==> src/rtl/print_uart_tx.sv <==
// print_uart_tx: a character FIFO feeding a UART transmitter.
//
// Bytes pushed on wr_en_i/wr_data_i are queued in a DEPTH-entry FIFO and
// sent on tx_o. The format is one start bit, DATA_BITS data bits (LSB
// first), an optional even-parity bit and STOP_BITS stop bits. Each bit
// lasts clk_div_i+1 clocks. The divisor is sampled once per frame, when
// the frame's byte is popped from the FIFO.
//
// Ports:
//   wb_clk_i    clock, rising edge
//   wb_rst_i    asynchronous active-high reset
//   wr_en_i     push request
//   wr_data_i   character to push
//   clk_div_i   bit period minus one, in clocks
//   clr_ovf_i   clears overflow_o; a drop in the same cycle takes priority
//   full_o      FIFO holds DEPTH entries
//   count_o     number of FIFO entries
//   overflow_o  sticky; set when a push is dropped because the FIFO is full
//   busy_o      a frame is in progress
//   tx_o        serial line, idles high
module print_uart_tx #(
    parameter int DEPTH     = 16,
    parameter int DATA_BITS = 8,
    parameter int PARITY_EN = 0,
    parameter int STOP_BITS = 1,
    parameter int DIV_W     = 16
) (
    input  logic                       wb_clk_i,
    input  logic                       wb_rst_i,
    input  logic                       wr_en_i,
    input  logic [DATA_BITS-1:0]       wr_data_i,
    input  logic [DIV_W-1:0]           clk_div_i,
    input  logic                       clr_ovf_i,
    output logic                       full_o,
    output logic [$clog2(DEPTH+1)-1:0] count_o,
    output logic                       overflow_o,
    output logic                       busy_o,
    output logic                       tx_o
);

    localparam int AW = $clog2(DEPTH);
    localparam int CW = $clog2(DEPTH + 1);
    localparam int BW = $clog2(DATA_BITS);

    typedef enum logic [2:0] {IDLE, START, DATA, PARITY, STOP} state_t;

    // FIFO state
    logic [DATA_BITS-1:0] mem [DEPTH];
    logic [AW-1:0]        wr_ptr;
    logic [AW-1:0]        rd_ptr;
    logic [CW-1:0]        count_q;
    logic                 ovf_q;

    // Transmitter state
    state_t               state;
    logic [DATA_BITS-1:0] shift_q;
    logic                 parity_q;
    logic [DIV_W-1:0]     div_q;
    logic [DIV_W-1:0]     cnt_q;
    logic [BW-1:0]        bit_idx;
    logic                 stop_idx;
    logic                 tx_q;
    logic                 busy_q;

    logic                 push;
    logic                 pop;
    logic                 bit_done;
    logic                 last_stop;
    logic [DATA_BITS-1:0] head;

    assign full_o    = (count_q == CW'(DEPTH));
    assign push      = wr_en_i && !full_o;
    assign bit_done  = (cnt_q == '0);
    assign last_stop = (stop_idx == 1'(STOP_BITS - 1));
    assign head      = mem[rd_ptr];

    // A pop happens either from IDLE or on the final cycle of the last stop
    // bit. The second case is what makes back-to-back frames gap-free.
    assign pop = (count_q != '0) &&
                 ((state == IDLE) || (state == STOP && bit_done && last_stop));

    // NOTE: the storage array has no reset. Reset zeroes the pointers and
    // the count, which makes every entry unreachable. Resetting the array
    // would only stop it mapping onto plain RAM.
    always_ff @(posedge wb_clk_i) begin
        if (push) begin
            mem[wr_ptr] <= wr_data_i;
        end
    end

    // NOTE: all state registers use non-blocking assignments. Every block
    // then sees pre-edge values, independent of evaluation order.
    always_ff @(posedge wb_clk_i or posedge wb_rst_i) begin
        if (wb_rst_i) begin
            wr_ptr  <= '0;
            rd_ptr  <= '0;
            count_q <= '0;
            ovf_q   <= 1'b0;
        end else begin
            if (push) begin
                wr_ptr <= wr_ptr + AW'(1);
            end
            if (pop) begin
                rd_ptr <= rd_ptr + AW'(1);
            end
            case ({push, pop})
                2'b10:   count_q <= count_q + CW'(1);
                2'b01:   count_q <= count_q - CW'(1);
                default: count_q <= count_q;
            endcase
            // A drop in the same cycle as a clear leaves the flag set.
            if (wr_en_i && full_o) begin
                ovf_q <= 1'b1;
            end else if (clr_ovf_i) begin
                ovf_q <= 1'b0;
            end
        end
    end

    always_ff @(posedge wb_clk_i or posedge wb_rst_i) begin
        if (wb_rst_i) begin
            state    <= IDLE;
            shift_q  <= '0;
            parity_q <= 1'b0;
            div_q    <= '0;
            cnt_q    <= '0;
            bit_idx  <= '0;
            stop_idx <= 1'b0;
            tx_q     <= 1'b1;
            busy_q   <= 1'b0;
        end else if (pop) begin
            // Load a new frame. The divisor is latched here, so a change
            // to clk_div_i mid-frame has no effect until the next pop.
            state    <= START;
            shift_q  <= head;
            parity_q <= ^head;
            div_q    <= clk_div_i;
            cnt_q    <= clk_div_i;
            bit_idx  <= '0;
            tx_q     <= 1'b0;
            busy_q   <= 1'b1;
        end else begin
            case (state)
                IDLE: begin
                    tx_q   <= 1'b1;
                    busy_q <= 1'b0;
                end
                START: begin
                    if (bit_done) begin
                        state <= DATA;
                        cnt_q <= div_q;
                        tx_q  <= shift_q[0];
                    end else begin
                        cnt_q <= cnt_q - DIV_W'(1);
                    end
                end
                DATA: begin
                    if (bit_done) begin
                        cnt_q <= div_q;
                        if (bit_idx == BW'(DATA_BITS - 1)) begin
                            if (PARITY_EN != 0) begin
                                state <= PARITY;
                                tx_q  <= parity_q;
                            end else begin
                                state    <= STOP;
                                stop_idx <= 1'b0;
                                tx_q     <= 1'b1;
                            end
                        end else begin
                            bit_idx <= bit_idx + BW'(1);
                            shift_q <= shift_q >> 1;
                            tx_q    <= shift_q[1];
                        end
                    end else begin
                        cnt_q <= cnt_q - DIV_W'(1);
                    end
                end
                PARITY: begin
                    if (bit_done) begin
                        state    <= STOP;
                        stop_idx <= 1'b0;
                        cnt_q    <= div_q;
                        tx_q     <= 1'b1;
                    end else begin
                        cnt_q <= cnt_q - DIV_W'(1);
                    end
                end
                STOP: begin
                    if (bit_done) begin
                        if (last_stop) begin
                            // FIFO is empty; a non-empty FIFO takes the pop path above.
                            state  <= IDLE;
                            tx_q   <= 1'b1;
                            busy_q <= 1'b0;
                        end else begin
                            stop_idx <= 1'b1;
                            cnt_q    <= div_q;
                        end
                    end else begin
                        cnt_q <= cnt_q - DIV_W'(1);
                    end
                end
                default: begin
                    state  <= IDLE;
                    tx_q   <= 1'b1;
                    busy_q <= 1'b0;
                end
            endcase
        end
    end

    assign count_o    = count_q;
    assign overflow_o = ovf_q;
    assign busy_o     = busy_q;
    assign tx_o       = tx_q;

endmodule

==> config.mk <==
export PLATFORM = sky130hd
export DESIGN_NAME = print_uart_tx
export DESIGN_NICKNAME = d
export VERILOG_FILES = /design/src/rtl/print_uart_tx.sv
export SDC_FILE = /design/constraint.sdc
export NUM_CORES = 1
export LEC_CHECK = 0
export CAP_MARGIN = 40
export CORE_MARGIN = 2
export CORE_UTILIZATION = 55
export DETAILED_ROUTE_END_ITERATION = 16
export PLACE_DENSITY = 0.73
export SLEW_MARGIN = 20
export SYNTH_ARGS = -nofsm -noshare
export SYNTH_HDL_FRONTEND = slang
export SYNTH_SLANG_ARGS = --single-unit
==> constraint.sdc <==
create_clock -name wb_clk_i -period 3.6 [get_ports wb_clk_i]
set_input_delay 0.9 -clock wb_clk_i [delete_from_list [all_inputs] [get_ports wb_clk_i]]
set_output_delay 0.9 -clock wb_clk_i [all_outputs]
set_load 0.05 [all_outputs]
==> impl_metrics.tcl, run 1 <==
set metrics [dict create \
    crit_fanout 9 \
    setup_viol 0 \
    die_w_microns 127 \
    ys_seq_area_share_pct 64.8 \
    synth_compound_area_share_pct 6.38 \
    numCtsBuffers 17 \
    gp_congestion 0.838 \
    maxSlewHeadroom_pct 39.8 \
    reg2reg_to "count_o[4]" \
    viasPerCell 6.19 \
    area_delta_synth_final_pct 15.0 \
    r2r_start "cnt_q[0]" \
    yosys_warnings 0 \
    hold_path.class "reg -> reg" \
    drtIter0Drc 457 \
    skew_ns 0.0139 \
    fin_util_pct 65.4 \
    wl_microns 16800 \
    numPortBuffers 36 \
    cp_slowest_cell "clkdlybuf4s50_1" \
    totalPowerFinal_mw 6.02 \
    synth_xor_area_share_pct 2.10 \
    drive_gt1_share_pct 17.8 \
    hold-path-endpoint "div_q[8]" \
    end_kind "output port" \
    synth_area_per_cell_sq_um 14.5 \
    pin_count 37 \
    routedWlPerCell_microns 20.6 \
    rrSetupSlack_ns 0.41 \
    antenna_found_initial 0 \
    overflow 0 \
    htree_levels 4 \
    cts.clk_slew.worst_paths_ns 0.07 \
    drc 0 \
    dpl_cell_area_sq_um 8970 \
    cp.required_ns 2.70 \
    vias 5066 \
    synth_common_cells "edfxtp_1 (128), nand2_1 (73), dfrtp_1 (61)" \
    rsz0062_at_grt "no" \
    yosysTopAreaCellShare_pct 46.1 \
    synth-edff-count 128 \
    die_area_sq_um 16100 \
    crit_family "buffers and inverters" \
    syn_area_sq_um 8330 \
    synthSimpleGateAreaFrac_pct 9.60 \
    ir_drop_v 0.000536 \
    final_max_slew_viol_count 0 \
    critical_path.max_stage_delay_ns 0.80 \
    fmax_mhz 312 \
    synth_cell_type_count 58 \
    post_cts_resized 0 \
    hpwl_microns 11200 \
    fin_crit_sh_pct 88.9 \
    reg2reg_depth 14 \
    chipHeight_microns 127 \
    grt.total_usage_pct 22.4 \
    rows 44 \
    antenna_left 0 \
    path_class "reg -> out" \
    synth_nets 616 \
    synth_fa_ha_area_share_pct 1.80 \
    diodes 0 \
    grt_pass1_vias 5147 \
    clkLatencyLatePin_ns 0.45 \
    arrival_ns 2.30 \
    start_util_pct 56.9 \
    status "complete, no violations" \
    yosysMostFrequentCell "edfxtp_1" \
    synth.area.mux_share_pct 12.6 \
    drv_cap 0 \
    fillCellCount 985 \
    power_per_cell_area_nw_per_um2 628 \
    worstHoldPathCells 2 \
    hold_viol 0 \
    first_pass_iters 5 \
    ys_top_cells_by_area "edfxtp_1 (46%), dfrtp_1 (18%), mux4_2 (11%)" \
    cts_hold_buf 0 \
    cp_cell_sequence "nor4_4 -> nand2_1 -> inv_1 -> clkdlybuf4s50_1" \
    syn_inst 576 \
    final_cell_area_sq_um 9580 \
    leakagePower_nw 3.55 \
    worstHoldStart "div_q[8]" \
    fin_setup_tns_ns 0 \
    fin_crit_ns 3.20 \
    synth_flop_cell "edfxtp_1" \
    synth_top_family_by_area "multiplexers" \
    worst_pin_slew_ns 0.903 \
    post_cts_buffers 0 \
    cts_tree "built" \
    cts-root-buf "clkbuf_16" \
    timing.critical_path.buf_inv 2 \
    fp.coreArea_sq_um 14600 \
    grt_first_pass_wirelength_microns 27100 \
    clock_sinks 190 \
    grt_max_degree 45 \
    finalNetCount 661 \
    clk_path_buf_depth 2 \
    synth_seq_cells 190 \
    async_flop_share_pct 32.6 \
    yosysTopAreaCell "edfxtp_1" \
    start_kind "register" \
]
per-layer routing:
metal	wire, microns	GRT usage [%]	share of wire, %	vias up
met5	0	0	0	-
met4	375	8.21	2.2	0
met3	835	5.90	5.0	37
met2	8780	38.1	52	178
met1	6830	28.0	41	2560
li1	-	-	-	2291
worst max-delay path by stage:
| stage | cells past startpoint | slack, ns | startpoint | end |
|---|---|---|---|---|
| after CTS | 4 | 0.37 | count_o[1] | full_o |
| final | 4 | 0.40 | count_o[1] | full_o |
| after floorplan | 17 | 0.48 | cnt_q[0] | count_o[4] |
| after global routing | 14 | 0.28 | cnt_q[0] | count_o[4] |
| after global placement | 11 | 0.62 | wr_en_i | count_o[4] |
| after detailed placement | 14 | 0.48 | cnt_q[0] | count_o[4] |
worst reg2reg max path, cell delays in order, from the launching register on:
cell	delay (ns)
dfrtp_1	0.43
inv_1	0.09
ha_1	0.20
or3b_1	0.48
o21ai_0	0.21
nand3_1	0.17
inv_2	0.09
ha_1	0.33
xor2_1	0.20
ha_1	0.21
nor2b_1	0.17
o21ai_0	0.10
a31oi_1	0.19
nor2_1	0.07
xnor2_1	0.12
report_power, final:
| part | switching [mW] | internal, mW | total [mW] | leakage (nW) |
|---|---|---|---|---|
| Clock | 0.931 | 0.946 | 1.88 | 0.293 |
| Sequential | 0.270 | 2.63 | 2.90 | 1.89 |
| Combinational | 0.674 | 0.566 | 1.24 | 1.36 |
through the flow:
stage | hold slack, ns | setup WS, ns | std cells
4_1_cts | 0.488 | 0.366 | 818
6_report | 0.485 | 0.400 | 818
3_3_place_gp | 0.457 | 0.624 | 786
5_1_grt | 0.505 | 0.279 | 818
2_1_floorplan | 0.439 | 0.484 | 576
3_5_place_dp | 0.466 | 0.483 | 786
cells in the final DEF, fill, tap and decap left out, types with 8 or more instances in the layout:
master,synthesis,routed
edfxtp_1,128,128
nand2_1,73,73
dfrtp_1,61,60
mux4_2,40,40
clkdlybuf4s50_1,0,36
nor2_1,31,31
buf_4,1,25
nor3_1,21,21
clkbuf_16,0,17
o21ai_0,16,16
inv_1,15,14
mux2i_1,13,13
xnor2_1,13,13
ha_1,12,12
a31oi_1,10,10
o211ai_1,9,9
or3_1,8,8
layout make-up:
class	instances	area [sq um]	area share, %
Timing Repair Buffer	62	568	5.93
Tap cell	184	230	2.40
Multi-Input combinational cell	334	2710	28.3
Sequential cell	190	5400	56.4
Inverter	16	60.1	0.627
Clock buffer	17	425	4.44
Clock inverter	15	185	1.93
cells by family (layout without fill, tap and decap cells):
group | after synthesis | in the layout
compound gates | 78 | 78
xor+xnor | 20 | 20
fa+ha+maj | 12 | 12
buf+inv | 52 | 110
flops | 190 | 190
mux | 55 | 55
simple gates | 169 | 169
registers in the layout, indices dropped and copies added, names as in the netlist:
name	count
rd_ptr	4
bit_idx	3
wr_ptr	4
state	3
overflow_o	1
count_o	5
div_q	16
mem	128
cnt_q	16
tx_o	1
shift_q	8
busy_o	1
Power figures use the tool's default switching activity.
==> run 2, diff against run 1 <==
- REMOVE_ABC_BUFFERS: default -> 1
==> impl_metrics.tcl, run 2 (synthesis results as in run 1) <==
set metrics [dict create \
    status "complete, no violations" \
    cp.required_ns 2.70 \
    cts_hold_buf 0 \
    path_class "reg -> out" \
    grt_max_degree 45 \
    power_per_cell_area_nw_per_um2 636 \
    setup_viol 0 \
    hold_viol 0 \
    rows 44 \
    final_common_cell "edfxtp_1" \
    largest_register_ffs 128 \
    fin_setup_tns_ns 0 \
    pin_count 37 \
    cp_cell_sequence "nor4_4 -> nand2_1 -> inv_1 -> clkdlybuf4s50_1" \
    reg2reg_depth 14 \
    fp.coreArea_sq_um 14600 \
    post_cts_buffers 0 \
    fin_crit_ns 3.29 \
    wl_microns 17200 \
    hpwl_microns 11000 \
    layout_common_cells "edfxtp_1 (128), nand2_1 (73), dfrtp_1 (60)" \
    dp.cells 777 \
    p_int_mw 4.15 \
    hold-path-endpoint "div_q[6]" \
    worstHoldPathCells 2 \
    diodes 0 \
    viasPerCell 6.11 \
    worstHoldStart "div_q[6]" \
    reg2reg_to "count_o[4]" \
    htree_levels 4 \
    fillCellCount 1032 \
    drc 0 \
    cts_tree "built" \
    finalNetCount 652 \
    drtIter0Drc 518 \
    timing.final.ws_setup_ns 0.309 \
    overflow 0 \
    clk_path_buf_depth 2 \
    grt_first_pass_wirelength_microns 27900 \
    drv_cap 0 \
    start_kind "register" \
    start_util_pct 56.9 \
    swShare_pct 31.5 \
    critical_path.max_stage_delay_ns 0.80 \
    worst_pin_slew_ns 0.839 \
    fin_crit_sh_pct 91.4 \
    final_cell_area_sq_um 9530 \
    fmax_mhz 304 \
    cts-root-buf "clkbuf_16" \
    largestRegisters "mem: 128 flops, cnt_q: 16 flops, div_q: 16 flops" \
    final_max_slew_viol_count 0 \
    totalPowerFinal_mw 6.06 \
    die_w_microns 127 \
    power_frac_comb_pct 20.7 \
    r2r_start "cnt_q[0]" \
    finalNonFillerCells 809 \
    arrival_ns 2.39 \
    clock_sinks 190 \
    end_kind "output port" \
    whs_ns 0.476 \
    crit_fanout 9 \
    rrSetupSlack_ns 0.52 \
    cts.clk_slew.worst_paths_ns 0.07 \
    timing.critical_path.buf_inv 2 \
    numPortBuffers 36 \
    first_pass_iters 6 \
    clkLatencyLatePin_ns 0.45 \
    top_register "mem" \
    antenna_found_initial 0 \
    die_area_sq_um 16100 \
    hold_path.class "reg -> reg" \
    numCtsBuffers 17 \
    fin_util_pct 65.1 \
    vias 4945 \
    chipHeight_microns 127 \
    p_switching_mw 1.91 \
    dpl_cell_area_sq_um 8910 \
    ir_drop_v 0.000508 \
    leakagePower_nw 3.51 \
    skew_ns 0.0138 \
    gp_congestion 0.894 \
    crit_family "buffers and inverters" \
    rsz0062_at_grt "no" \
    grt_pass1_vias 5126 \
    antenna_left 0 \
    p_seq_share_pct 47.4 \
    area_delta_synth_final_pct 14.4 \
    post_cts_resized 0 \
    routedWlPerCell_microns 21.3 \
    p_clk_share_pct 31.9 \
    drive_gt1_share_pct 16.5 \
    grt.total_usage_pct 23.2 \
    cp_slowest_cell "clkdlybuf4s50_1" \
    maxSlewHeadroom_pct 44.0 \
    pre_cts_slack_ns 0.564 \
]
run 2: changes by cell type in the layout (fill, tap and decap cells not counted):
cell and delta:
buf_4 -11, inv_12 +4, clkinv_8 -3, buf_1 +1, buf_12 +1, clkinv_4 +1
clkinvlp_4 -1, inv_6 -1
run 2: worst max-delay path by stage:
stage	depth (start not counted)	endpoint	from	slack, ns
after floorplan	14	count_o[4]	cnt_q[0]	-0.55
after global placement	11	count_o[4]	wr_en_i	0.64
after detailed placement	11	count_o[4]	wr_en_i	0.56
after CTS	4	full_o	count_o[1]	0.30
after global routing	4	full_o	count_o[1]	0.18
final	4	full_o	count_o[1]	0.31
run 2: power by group through the flow:
stage          clock (mW)  combinational [mW]  sequential, mW
2_1_floorplan           0               0.711            3.02
6_report             1.93                1.25            2.88
4_1_cts              1.97                1.26            2.87
3_5_place_dp            0                1.25            2.92
5_1_grt              2.05                1.36            2.91
3_3_place_gp            0                1.22            2.89
run 2: tightest hold or removal path: stages, from the launching register on:
cell and delay [ns]:
dfrtp_1 0.34, nand2_1 0.05, nand2_1 0.05
run 2: routing by layer:
| metal | GRT usage [%] | share of wire [%] | vias up |
|---|---|---|---|
| met5 | 0 | 0 | - |
| met4 | 8.53 | 2.3 | 0 |
| met3 | 5.78 | 4.9 | 40 |
| met2 | 38.6 | 52 | 158 |
| met1 | 29.9 | 41 | 2497 |
| li1 | - | - | 2250 |
run 2: area by class of cell:
type                       count  area (sq um)  share of cell area [%]
sequential                   190          5400                    56.7
multi-input combinational    334          2710                    28.4
timing repair buffer          53           509                    5.35
clock buffer                  17           425                    4.47
tap                          184           230                    2.42
clock inverter                15           194                    2.04
inverter                      16          60.1                   0.630
==> run 3, diff against run 2 <==
- SLEW_MARGIN: 20 -> 5
==> results of run 3 <==
The final DEF is identical to that of run 2; final timing and power are the same.
